## src/rtl/instr_decode_stage_if.sv

```systemverilog
// Fetch-to-decode and decode-to-execute handshake bundle.
// master drives instructions in, slave is the decode stage.
`timescale 1ns/1ps
interface instr_decode_stage_if #(
  parameter int PC_W = 32
);
  logic            in_valid;
  logic            in_ready;
  logic [31:0]     in_instr;
  logic [PC_W-1:0] in_pc;
  logic            out_valid;
  logic            out_ready;
  logic [16:0]     alu_op;
  logic [4:0]      rs1;
  logic [4:0]      rs2;
  logic [4:0]      rd;
  logic [31:0]     imm;
  logic            use_imm;
  logic            reg_we;
  logic            illegal;
  logic [PC_W-1:0] out_pc;

  modport master (
    output in_valid, in_instr, in_pc, out_ready,
    input  in_ready, out_valid, alu_op, rs1, rs2, rd,
    input  imm, use_imm, reg_we, illegal, out_pc
  );

  modport slave (
    input  in_valid, in_instr, in_pc, out_ready,
    output in_ready, out_valid, alu_op, rs1, rs2, rd,
    output imm, use_imm, reg_we, illegal, out_pc
  );
endinterface

```

## src/rtl/instr_decode_stage.sv

```systemverilog
// RV32I decode stage: comb decode into a registered output
// plus one skid entry, so in_ready never depends on out_ready.
`timescale 1ns/1ps
module instr_decode_stage #(
  parameter int PC_W       = 32,
  parameter bit RD_ZERO_WE = 1'b0
) (
  input logic                clk,
  input logic                rst,
  input logic                flush,
  instr_decode_stage_if.slave bus
);
  typedef struct packed {
    logic [16:0]     alu_op;
    logic [4:0]      rs1;
    logic [4:0]      rs2;
    logic [4:0]      rd;
    logic [31:0]     imm;
    logic            use_imm;
    logic            reg_we;
    logic            illegal;
    logic [PC_W-1:0] pc;
  } bundle_t;

  localparam logic [6:0] OP_R   = 7'b0110011;
  localparam logic [6:0] OP_I   = 7'b0010011;
  localparam logic [6:0] OP_LD  = 7'b0000011;
  localparam logic [6:0] OP_ST  = 7'b0100011;
  localparam logic [6:0] OP_BR  = 7'b1100011;
  localparam logic [6:0] OP_LUI = 7'b0110111;
  localparam logic [6:0] OP_AUI = 7'b0010111;
  localparam logic [6:0] OP_JAL = 7'b1101111;
  localparam logic [6:0] OP_JR  = 7'b1100111;
  localparam logic [6:0] F7_ALT = 7'b0100000;

  logic [31:0] ins;
  logic [6:0]  opc;
  logic [6:0]  f7;
  logic [2:0]  f3;
  logic [31:0] imm_i;
  logic [31:0] imm_s;
  logic [31:0] imm_b;
  logic [31:0] imm_u;
  logic [31:0] imm_j;
  logic        shift;
  logic        bad;
  bundle_t     dec;
  bundle_t     hold;
  bundle_t     skid;
  logic        out_valid;
  logic        skid_full;
  logic        free;
  logic        acc;

  assign ins   = bus.in_instr;
  assign opc   = ins[6:0];
  assign f7    = ins[31:25];
  assign f3    = ins[14:12];
  assign shift = f3[1:0] == 2'b01;

  assign imm_i = {{20{ins[31]}}, ins[31:20]};
  assign imm_s = {{20{ins[31]}}, ins[31:25], ins[11:7]};
  assign imm_b = {{19{ins[31]}}, ins[31], ins[7],
                  ins[30:25], ins[11:8], 1'b0};
  assign imm_u = {ins[31:12], 12'd0};
  assign imm_j = {{11{ins[31]}}, ins[31], ins[19:12],
                  ins[20], ins[30:21], 1'b0};

  // decode the incoming word into a bundle; illegal words are scrubbed
  always_comb begin
    dec     = '0;
    bad     = 1'b0;
    dec.rs1 = ins[19:15];
    dec.rs2 = ins[24:20];
    dec.rd  = ins[11:7];
    dec.pc  = bus.in_pc;
    unique case (1'b1)
      opc == OP_R: begin
        dec.alu_op = {f7, f3, opc};
        dec.reg_we = 1'b1;
        bad = !(f7 == 7'd0 ||
               (f7 == F7_ALT && (f3 == 3'b000 || f3 == 3'b101)));
      end
      opc == OP_I: begin
        dec.use_imm = 1'b1;
        dec.reg_we  = 1'b1;
        if (shift) begin
          // shifts reuse the R-type shifter with b taken from imm
          dec.alu_op = {f7, f3, OP_R};
          dec.imm    = {27'd0, ins[24:20]};
          bad = !(f7 == 7'd0 || (f3[2] && f7 == F7_ALT));
        end else begin
          dec.alu_op = {7'd0, f3, opc};
          dec.imm    = imm_i;
        end
      end
      opc == OP_LD, opc == OP_JR: begin
        dec.alu_op  = {7'd0, f3, opc};
        dec.imm     = imm_i;
        dec.use_imm = 1'b1;
        dec.reg_we  = 1'b1;
      end
      opc == OP_ST: begin
        dec.alu_op  = {7'd0, f3, opc};
        dec.imm     = imm_s;
        dec.use_imm = 1'b1;
      end
      opc == OP_BR: begin
        dec.alu_op = {7'd0, f3, opc};
        dec.imm    = imm_b;
      end
      opc == OP_LUI, opc == OP_AUI: begin
        dec.alu_op  = {7'd0, f3, opc};
        dec.imm     = imm_u;
        dec.use_imm = 1'b1;
        dec.reg_we  = 1'b1;
      end
      opc == OP_JAL: begin
        dec.alu_op  = {7'd0, f3, opc};
        dec.imm     = imm_j;
        dec.use_imm = 1'b1;
        dec.reg_we  = 1'b1;
      end
      default: bad = 1'b1;
    endcase
    if (!RD_ZERO_WE && ins[11:7] == 5'd0) dec.reg_we = 1'b0;
    if (bad) begin
      dec.alu_op  = '0;
      dec.imm     = '0;
      dec.use_imm = 1'b0;
      dec.reg_we  = 1'b0;
    end
    dec.illegal = bad;
  end

  assign free = !out_valid || bus.out_ready;
  assign acc  = bus.in_valid && !skid_full;

  // occupancy of output register and skid entry
  always_ff @(posedge clk) begin
    if (rst || flush) begin
      out_valid <= 1'b0;
      skid_full <= 1'b0;
    end else if (free) begin
      out_valid <= skid_full || acc;
      skid_full <= 1'b0;
    end else if (acc) begin
      skid_full <= 1'b1;
    end
  end

  // bundle storage; skid drains first to keep FIFO order
  always_ff @(posedge clk) begin
    if (rst) begin
      hold <= '0;
      skid <= '0;
    end else if (!flush) begin
      if (free) begin
        if (skid_full) hold <= skid;
        else if (acc)  hold <= dec;
      end else if (acc) begin
        skid <= dec;
      end
    end
  end

  assign bus.in_ready  = !skid_full;
  assign bus.out_valid = out_valid;
  assign bus.alu_op    = hold.alu_op;
  assign bus.rs1       = hold.rs1;
  assign bus.rs2       = hold.rs2;
  assign bus.rd        = hold.rd;
  assign bus.imm       = hold.imm;
  assign bus.use_imm   = hold.use_imm;
  assign bus.reg_we    = hold.reg_we;
  assign bus.illegal   = hold.illegal;
  assign bus.out_pc    = hold.pc;
endmodule

```

## src/flat_wrapper.sv

```systemverilog
// flat-port wrapper written by rule: the top's interface ports become plain ports
module instr_decode_stage_flat 
#(
  parameter int PC_W       = 32,
  parameter bit RD_ZERO_WE = 1'b0
)
  (clk, rst, flush, bus_in_valid, bus_in_instr, bus_in_pc, bus_out_ready, bus_in_ready, bus_out_valid, bus_alu_op, bus_rs1, bus_rs2, bus_rd, bus_imm, bus_use_imm, bus_reg_we, bus_illegal, bus_out_pc);
  instr_decode_stage_if #(.PC_W(PC_W)) bus_i ();
  input logic clk;
  input logic rst;
  input logic flush;
  input wire logic [$bits(bus_i.in_valid)-1:0] bus_in_valid;
  input wire logic [$bits(bus_i.in_instr)-1:0] bus_in_instr;
  input wire logic [$bits(bus_i.in_pc)-1:0] bus_in_pc;
  input wire logic [$bits(bus_i.out_ready)-1:0] bus_out_ready;
  output wire logic [$bits(bus_i.in_ready)-1:0] bus_in_ready;
  output wire logic [$bits(bus_i.out_valid)-1:0] bus_out_valid;
  output wire logic [$bits(bus_i.alu_op)-1:0] bus_alu_op;
  output wire logic [$bits(bus_i.rs1)-1:0] bus_rs1;
  output wire logic [$bits(bus_i.rs2)-1:0] bus_rs2;
  output wire logic [$bits(bus_i.rd)-1:0] bus_rd;
  output wire logic [$bits(bus_i.imm)-1:0] bus_imm;
  output wire logic [$bits(bus_i.use_imm)-1:0] bus_use_imm;
  output wire logic [$bits(bus_i.reg_we)-1:0] bus_reg_we;
  output wire logic [$bits(bus_i.illegal)-1:0] bus_illegal;
  output wire logic [$bits(bus_i.out_pc)-1:0] bus_out_pc;
  assign bus_i.in_valid = bus_in_valid;
  assign bus_i.in_instr = bus_in_instr;
  assign bus_i.in_pc = bus_in_pc;
  assign bus_i.out_ready = bus_out_ready;
  assign bus_in_ready = bus_i.in_ready;
  assign bus_out_valid = bus_i.out_valid;
  assign bus_alu_op = bus_i.alu_op;
  assign bus_rs1 = bus_i.rs1;
  assign bus_rs2 = bus_i.rs2;
  assign bus_rd = bus_i.rd;
  assign bus_imm = bus_i.imm;
  assign bus_use_imm = bus_i.use_imm;
  assign bus_reg_we = bus_i.reg_we;
  assign bus_illegal = bus_i.illegal;
  assign bus_out_pc = bus_i.out_pc;
  instr_decode_stage #(.PC_W(PC_W), .RD_ZERO_WE(RD_ZERO_WE)) u_core (.clk(clk), .rst(rst), .flush(flush), .bus(bus_i));
endmodule
```

## config.mk

```make
export PLATFORM = sky130hd
export DESIGN_NAME = instr_decode_stage_flat
export DESIGN_NICKNAME = d
export VERILOG_FILES = /design/src/rtl/instr_decode_stage_if.sv /design/src/rtl/instr_decode_stage.sv /design/src/flat_wrapper.sv
export SDC_FILE = /design/constraint.sdc
export NUM_CORES = 1
export LEC_CHECK = 0
export ABC_AREA = 1
export BUFFER_PORTS_ARGS = -buffer_cell sky130_fd_sc_hd__buf_2
export CORE_AREA = 5 5 138 140
export CTS_CLUSTER_SIZE = 28
export DETAILED_ROUTE_END_ITERATION = 8
export DIE_AREA = 0 0 143 145
export PLACE_DENSITY = 0.74
export SETUP_SLACK_MARGIN = 0.4
export SLEW_MARGIN = 5
export SYNTH_ARGS = -nofsm -noshare
export SYNTH_HDL_FRONTEND = slang
export SYNTH_SLANG_ARGS = --single-unit
```

## constraint.sdc

```tcl
create_clock -name clk -period 2.1 [get_ports clk]
set_clock_uncertainty 0.2 [all_clocks]
set_input_delay 0.105 -clock clk [delete_from_list [all_inputs] [get_ports clk]]
set_output_delay 0.105 -clock clk [all_outputs]
set_load 0.01 [all_outputs]
```

# Yosys cells after proc, flatten, opt, wreduce, memory -nomap -nowiden
# Cells that the tools add are included.
word_totals:
  regBits: 200
  output_inout_bits: 101
  elab_cells: 72
op_classes:
  n_eq_ne: 12
  muxes: 13
  bitwise: 2
  n_reduce_logical: 25
op_table:
  columns: ["cell", "n"]
  rows:
  - ["99-bit 2-to-1 mux", 2]
  - ["32-bit case mux with 6 select lines", 1]
  - ["17-bit case mux with 3 select lines", 1]
  - ["17-bit 2-to-1 mux", 2]
  - ["34-bit 2-to-1 mux", 1]
  - ["32-bit 2-to-1 mux", 1]
  - ["7-bit by 6-bit equality test with 1-bit output (second input constant)", 4]
  - ["7-bit equality test (second input constant)", 3]
  - ["7-bit OR reduction", 3]
  - ["7-bit by 5-bit equality test with 1-bit output (second input constant)", 2]
  - ["7-bit by 2-bit equality test with 1-bit output (second input constant)", 1]
  - ["7-bit logical NOT", 1]
  - ["1-bit logical OR", 6]
  - ["3-bit AND reduction", 2]
  - ["2-bit OR reduction", 3]
  - ["5-bit logical NOT", 1]
  - ["1-bit logical NOT", 4]
  - ["1-bit 2-to-1 mux", 4]
  - ["3-bit equality test (second input constant)", 1]
  - ["1-bit logical AND", 3]
  - ["3-bit logical NOT", 1]
  - ["1-bit case mux with 3 select lines", 1]
  - ["2-bit by 1-bit equality test with 1-bit output (second input constant)", 1]
  - ["1-bit inverter", 2]
  - ["2-bit nonzero test", 1]

# Depth between registers and ports, before layout
# Gate-level depths: netlist (run 1).
logic_depth:
  ltp_word: 9
  depth_mapped: 13
  ltp_nobuf: 13

# Worst setup path after synthesis (run 1)
# OpenSTA, ideal clock, no wires.
synth_timing:
  path_type: "register to register"
  from: "register u_core.out_valid (netlist: u_core.bus.out_valid)"
  to: "register u_core.skid[55] (netlist bit)"
  setup_ns: 0.116
  t_arrival_ns: 1.532
  t_required_ns: 1.784
  path_slack_ns: 0.252
  stages_incl_launch_ff: 10
  n_path_buf: 2
  synth_period_minus_slack_ns: 1.848
  cell_sequence: "dfxtp_1 inv_1 nor2_1 inv_1 nor4_4 buf_2 buf_2 nand3_1 o211ai_1 inv_1"
synth_between:
  elab_chain_cells: 4
synth_lines:
  columns: ["item", "line", "rtl"]
  rows:
  - ["from (decl)", "instr_decode_stage.sv:50", "logic out_valid;"]
  - ["from (signal assigned)", "instr_decode_stage.sv:145", "out_valid <= skid_full || acc;"]
  - ["1-bit logical NOT", "instr_decode_stage.sv:136", "assign free = !out_valid || bus.out_ready;"]
  - ["1-bit logical OR", "instr_decode_stage.sv:136", null]
  - ["1-bit inverter (no line)", null, null]
  - ["3-bit AND reduction (no line)", null, null]
  - ["to (signal assigned)", "instr_decode_stage.sv:156", "skid <= '0;"]
  - ["to (signal assigned)", "instr_decode_stage.sv:162", "skid <= dec;"]
  - ["to (decl)", "instr_decode_stage.sv:49", "bundle_t skid;"]
# Every way passes these cells.
# A chain may end at the register's enable or synchronous reset.

# Final worst setup path (run 1)
layout_timing:
  from: "register u_core.out_valid (netlist: u_core.bus.out_valid)"
  to: "register u_core.hold (netlist bit u_core.bus.imm[5])"
layout_between:
  elab_chain_cells: 3
layout_lines:
  columns: ["item", "line", "rtl"]
  rows:
  - ["1-bit logical NOT", "instr_decode_stage.sv:136", null]
  - ["1-bit logical OR", "instr_decode_stage.sv:136", null]
  - ["3-bit AND reduction (no line)", null, null]
  - ["to (signal assigned)", "instr_decode_stage.sv:159", "if (skid_full) hold <= skid;"]
  - ["to (decl)", "instr_decode_stage.sv:48", "bundle_t hold;"]
# Every way passes these cells.

==> results of run 1 <==
## stage by stage
step	hold slack, ps	utilization	instances	setup slack (ps)
after global placement	145	0.545	1538	157
after CTS	38.6	0.646	1660	346
final	74.9	0.701	1686	297
after detailed placement	144	0.545	1538	133
after global routing	88.2	0.701	1686	247
after floorplan	20.8	-	1205	291
## state kept, by name (all words and copies together), names as in the netlist
signal and count:
u_core.skid 99, u_core.bus.imm 32, u_core.bus.out_pc 32, u_core.bus.alu_op 17
u_core.bus.rd 5, u_core.bus.rs1 5, u_core.bus.rs2 5, u_core.bus.illegal 1
u_core.bus.out_valid 1, u_core.bus.reg_we 1, u_core.bus.use_imm 1, u_core.skid_full 1
## cell type report
class,instances,area [µm²]
fill,1355,5290
multi-input combinational,844,4350
sequential,200,4010
timing repair buffer,308,2940
clock buffer,17,425
inverter,73,300
tap,229,287
clock inverter,15,120
## cells in the final DEF, fill, tap and decap left out, types with 5 or more instances in the layout
cell,synthesis,final
a21oi_1,101,73
a21oi_2,1,28
a31o_2,5,5
a31oi_1,52,52
buf_12,0,17
buf_16,0,14
buf_2,27,169
buf_4,0,13
buf_6,1,5
clkbuf_16,0,37
clkinv_2,0,5
dfxtp_1,200,198
dlygate4sd3_1,0,68
inv_1,68,64
inv_2,4,5
inv_6,0,6
nand2_1,262,255
nand2_2,4,8
nand2_4,3,6
nand3_1,62,52
nand3_2,0,8
nor2_1,169,139
nor2_2,3,30
nor2_4,2,5
nor3_1,8,7
o211ai_1,24,24
o21ai_0,130,86
o21ai_1,2,25
o21ai_2,1,22
## metal layers
| metal | up-vias | routed length (µm) | track usage | part of all wire |
|---|---|---|---|---|
| li1 | 4482 | - | - | - |
| met1 | 4510 | 12800 | 0.348 | 0.39 |
| met2 | 549 | 15300 | 0.430 | 0.47 |
| met3 | 121 | 3170 | 0.0602 | 0.096 |
| met4 | 2 | 1620 | 0.105 | 0.049 |
| met5 | - | 13 | 0 | 0.00040 |
## timing repair
action / 4_1_cts / 5_1_grt
cloned: 12 / 24
pin swaps: 6 / 23
endpoints found under the setup margin: 199 / 192
hold endpoints to repair: 163 / 0
resized for setup: 35 / 156
buffers inserted: 10 / 2
hold buffers: 68 / 0
## power by group through the flow
stage	logic, mW	registers, mW	clock network (mW)
floorplan	0.334	4.07	0
global placement	0.652	4.03	0
detailed placement	0.660	4.03	0
CTS	0.830	3.94	3.12
global route	1.08	3.97	3.31
finish	1.02	3.96	3.12
## cell families (layout without fill, tap and decap cells)
logic type | Yosys count | after routing | synth area share
and+or+nand+nor | 525 | 525 | 0.253
AOI/OAI and AO/OA | 319 | 319 | 0.206
DFF | 200 | 200 | 0.465
buffers and inverters | 161 | 413 | 0.0752
## synthesized netlist by cell type
master	number	area [µm²]
dfxtp_1	200	4000
nor4_4	1	21.3
a31o_2	5	43.8
buf_6	1	11.3
nand3b_1	4	30.0
or2_2	1	6.26
o21ai_0	130	651
nand4_1	4	25.0
clkinv_1	1	3.75
nor2_4	2	22.5
a21oi_1	101	505
nor2_2	3	18.8
nor3_1	8	40.0
o21ai_1	2	10.0
o21ai_2	1	8.76
a21oi_2	1	8.76
buf_2	27	135
nand3_4	1	17.5
nand2_2	4	25.0
a31oi_1	52	325
nand2_1	262	983
inv_1	68	255
clkbuf_1	53	199
o211ai_1	24	180
buf_1	6	22.5
nor2_1	169	634
inv_2	4	15.0
o21ai_4	2	32.5
nor3_2	1	10.0
clkbuf_2	1	5.00
nand2_4	3	33.8
a211oi_1	1	7.51
nand3_1	62	310
## final timing paths
check | start | endpoint | cells past startpoint
min reg2reg | u_core.skid[94]$_SDFFE_PP0P_ | u_core.skid[94]$_SDFFE_PP0P_ | 2
max | u_core.bus.out_valid$_SDFFE_PP0P_ | u_core.bus.imm[5]$_SDFFE_PP0P_ | 10
min | bus_in_instr[5] | u_core.skid[97]$_SDFFE_PP0P_ | 5
max reg2reg | u_core.bus.out_valid$_SDFFE_PP0P_ | u_core.bus.imm[5]$_SDFFE_PP0P_ | 10
## tightest hold or removal path, stage by stage
cell and delay (ps):
buf_2 130, inv_2 80, o21ai_0 100, nand4_1 160, a21oi_1 80
==> flow_summary.toml, run 1 <==
[die]
ios = 170
row_count = 49
core_um2 = 17700
die_h_um = 145
dieWidth_um = 143
die_area_um2 = 20700
start_util = 0.485

[sta]
hold_violations = 0
fin_tns_setup_ps = 0
tightest_slew_ps = 726
setup_viol = 0
finalCriticalPeriod_ps = 1800
slew_headroom = 0.516
min_period_over_period = 0.859
fmax_ghz = 0.555
grt_setup_unrepaired = "yes"
slew_viol_final = 0

[setup_path]
cp_top_family = "buffers and inverters"
crit_buf_inv = 5
crit_type = "reg -> reg"
start_kind = "flip-flop"
crit_fanout = 12
path_cells = "inv_2, nor2_4, buf_4, nor3_4, buf_6, inv_8, buf_16, nor2_1, nand2_1, a21oi_2"
max_stage_delay_ps = 330
crit_required_ps = 2270
r2r_slack_ps = 300
cp_slowest_cell = "dfxtp_2"
end_kind = "flip-flop"
cp.arrival_ps = 1970

[detailed_routing]
via_count = 9664
ant_nets = 0
drt_iter0_drc = 848
wirelength_mm = 32.9
wl_per_cell_um = 19.5
via_per_inst = 5.73
drt_pre_antenna_iters = 5
drc = 0

[power]
ir_drop_mv = 0.611
p_int_mw = 5.88
p_sw_frac = 0.274
cellPowerDensity_nw_per_um2 = 652
leakage_nw = 5.78
power.share.sequential = 0.489
combPwrFrac = 0.126
p_sw_mw = 2.22
p_clk_frac = 0.386
totalPowerFinal_mw = 8.10

[grt]
grt_overflow = 0
grt_pass1_vias = 8649
antenna_found_initial = 1
grt_first_pass_wirelength_mm = 45.3
grt_use_total = 0.267
grt_max_degree = 94

[layout]
n_antenna_cell = 0
drive_above_1_share = 0.279
fin_nets = 1513
postLayoutCellArea_um2 = 12400
syn2layout_area_growth_pct = 44.4

[clock_tree]
cts_tree = "yes"
root_buffer = "clkbuf_16"
cts.sink_count = 200
clkLatencyLatePin_ps = 440
htreeDepth = 4
clockBufferDepth = 2
cts_buffers = 17
cts.clk_slew.worst_paths_ps = 70

[run_status]
status = "finished clean"

[place]
place_area_um2 = 9650
portBuffers = 169
dp_hpwl_mm = 15.9
gp_congestion = 0.924

[yosys]
yosysWarnings = 0
seq_area_frac_synth = 0.465
synth_seq_cells = 200
syn_nets = 1274
synthDistinctLibCells = 33
avgSynthCellArea_um2 = 7.14
synth_cells = 1205
synth_area_um2 = 8600

[run]
cap_violations = 0

[hold_path]
holdCritPathClass = "in -> reg"
(Power assumes the default switching activity.)
==> inputs of run 2 (changes only) <==
- CORE_AREA: 5 5 138 140 -> 5 5 163 165
- DIE_AREA: 0 0 143 145 -> 0 0 168 170
- PLACE_DENSITY: 0.74 -> 0.56
==> flow_summary.toml, run 2 (synthesis results as in run 1) <==
[run_status]
status = "finished clean"

[setup_path]
r2r_slack_ps = 270
r2r-end = "u_core.skid[40]$_SDFFE_PP0P_"
max_stage_delay_ps = 550
cp_slowest_cell = "dlygate4sd3_1"
start_kind = "input pin"
r2r_start = "u_core.bus.out_valid$_SDFFE_PP0P_"
rr_worst_depth = 10
path_cells = "dlygate4sd3_1, buf_2, nor2_4, inv_2, nor4_4, buf_6, buf_12, clkbuf_16, clkbuf_16, o21ai_0, a31oi_1"
cp.arrival_ps = 2010
crit_type = "in -> reg"
crit_fanout = 5
end_kind = "flip-flop"
path_common_cell = "clkbuf_16"
crit_required_ps = 2260

[sta]
fmax_ghz = 0.542
fin_ws_ps = 254
tightest_slew_ps = 767
slew_headroom = 0.488
setup_viol = 0
slew_viol_final = 0
fin_tns_setup_ps = 0
grt_setup_unrepaired = "yes"
hold_violations = 0
finalCriticalPeriod_ps = 1850
min_period_over_period = 0.879

[hold_path]
min-delay-start = "bus_in_instr[5]"
hold_end = "u_core.skid[97]$_SDFFE_PP0P_"
min_path_cells = 5
holdCritPathClass = "in -> reg"

[detailed_routing]
wl_met2_mm = 15.0
via_per_inst = 5.09
drc = 0
highest_layer = "met4"
drt_iter0_drc = 758
wirelength_mm = 32.2
wl_met1_mm = 14.8
wl_per_cell_um = 17.9
dr_wl_met3_mm = 1.85
via_count = 9195
ant_nets = 0
drt_pre_antenna_iters = 5

[power]
cellPowerDensity_nw_per_um2 = 651
ir_drop_mv = 0.451
power.share.sequential = 0.474
p_sw_frac = 0.273
p_sw_mw = 2.28
combPwrFrac = 0.124
leakage_nw = 5.87
p_clk_frac = 0.402
p_int_mw = 6.08

[layout]
register_area_um2 = 4010
multiInputGateArea_um2 = 4530
postLayoutCellArea_um2 = 12800
n_fill_cell = 2348
fin_nets = 1531
final_cell_mix = "250 x nand2_1, 198 x dfxtp_1, 169 x buf_2"
syn2layout_area_growth_pct = 49.3
layout_commonest_cell = "nand2_1"
n_antenna_cell = 0
instances_no_fill = 1805
drive_above_1_share = 0.306
regMostFlops = "u_core.skid"
largest_reg_flops = 99

[grt]
grt_use_total = 0.196
grt_pass1_vias = 8303
antenna_found_initial = 0
grt_first_pass_wirelength_mm = 45.4
grt_max_degree = 59
grt_overflow = 0

[place]
dp_hpwl_mm = 17.9
place_area_um2 = 9930
pre_cts_ws_ps = 78.5
portBuffers = 169
gp_congestion = 0.843
placed_cells_incl_taps = 1651

[clock_tree]
clockBufferDepth = 2
cts_buffers = 17
htreeDepth = 4
clkLatencyLatePin_ps = 430
cts_tree = "yes"
cts.sink_count = 200
root_buffer = "clkbuf_16"
cts.clk_slew.worst_paths_ps = 80

[die]
die_area_um2 = 28600
dieWidth_um = 168
start_util = 0.346
row_count = 58
die_h_um = 170
core_um2 = 24900
ios = 170

[run]
cap_violations = 0
## run 2: timing repair
item	4_1_cts	5_1_grt
gates resized for setup	19	235
buffers inserted	11	14
pin swaps	3	25
endpoints found under the setup margin	199	184
hold endpoints to repair	159	0
hold buffers	69	0
gates cloned	5	23
## run 2: critical path, delay by kind of cell
family / cells / cell delay (ps)
buf+inv: 7 / 1390
simple gates: 2 / 280
compound gates: 2 / 230
## run 2: metal layers
layer / global-route usage / vias up
li1: - / 4521
met1: 0.269 / 4337
met2: 0.324 / 298
met3: 0.0328 / 39
met4: 0.0466 / 0
met5: 0 / -
## run 2: power groups by stage
stage          Combinational (mW)  Clock, mW  Sequential [mW]
2_1_floorplan               0.334          0             4.07
3_3_place_gp                0.692          0             4.03
6_report                     1.04       3.36             3.96
4_1_cts                     0.842       3.42             3.95
3_5_place_dp                0.695          0             4.04
5_1_grt                      1.11       3.61             3.98
## run 2: per-stage QoR
step	power, mW	utilization	hold slack [ps]
after CTS	8.21	0.462	3.44
final	8.36	0.516	21.4
after global placement	4.73	0.399	145
after detailed placement	4.73	0.399	151
after global routing	8.70	0.516	46.0
after floorplan	4.40	-	20.8
## run 2: layout make-up
cell class | count | share of cell area
Tap cell | 330 | 0.0321
Clock buffer | 18 | 0.0342
Multi-Input combinational cell | 844 | 0.353
Timing Repair inverter | 1 | 0.000487
Sequential cell | 200 | 0.312
Clock inverter | 14 | 0.0122
Inverter | 73 | 0.0233
Timing Repair Buffer | 325 | 0.233
## run 2: worst max-delay path by stage
stage | from | to | cells after the start
floorplan | u_core.bus.out_valid$_SDFFE_PP0P_ | u_core.skid[26]$_SDFFE_PP0P_ | 9
global placement | bus_in_instr[2] | u_core.skid[83]$_SDFFE_PP0P_ | 13
detailed placement | bus_in_instr[6] | u_core.skid[82]$_SDFFE_PP0P_ | 13
CTS | u_core.bus.out_valid$_SDFFE_PP0P_ | u_core.skid[51]$_SDFFE_PP0P_ | 10
global route | u_core.bus.out_valid$_SDFFE_PP0P_ | u_core.bus.out_pc[21]$_SDFFE_PP0P_ | 9
finish | bus_out_ready | u_core.skid[40]$_SDFFE_PP0P_ | 11
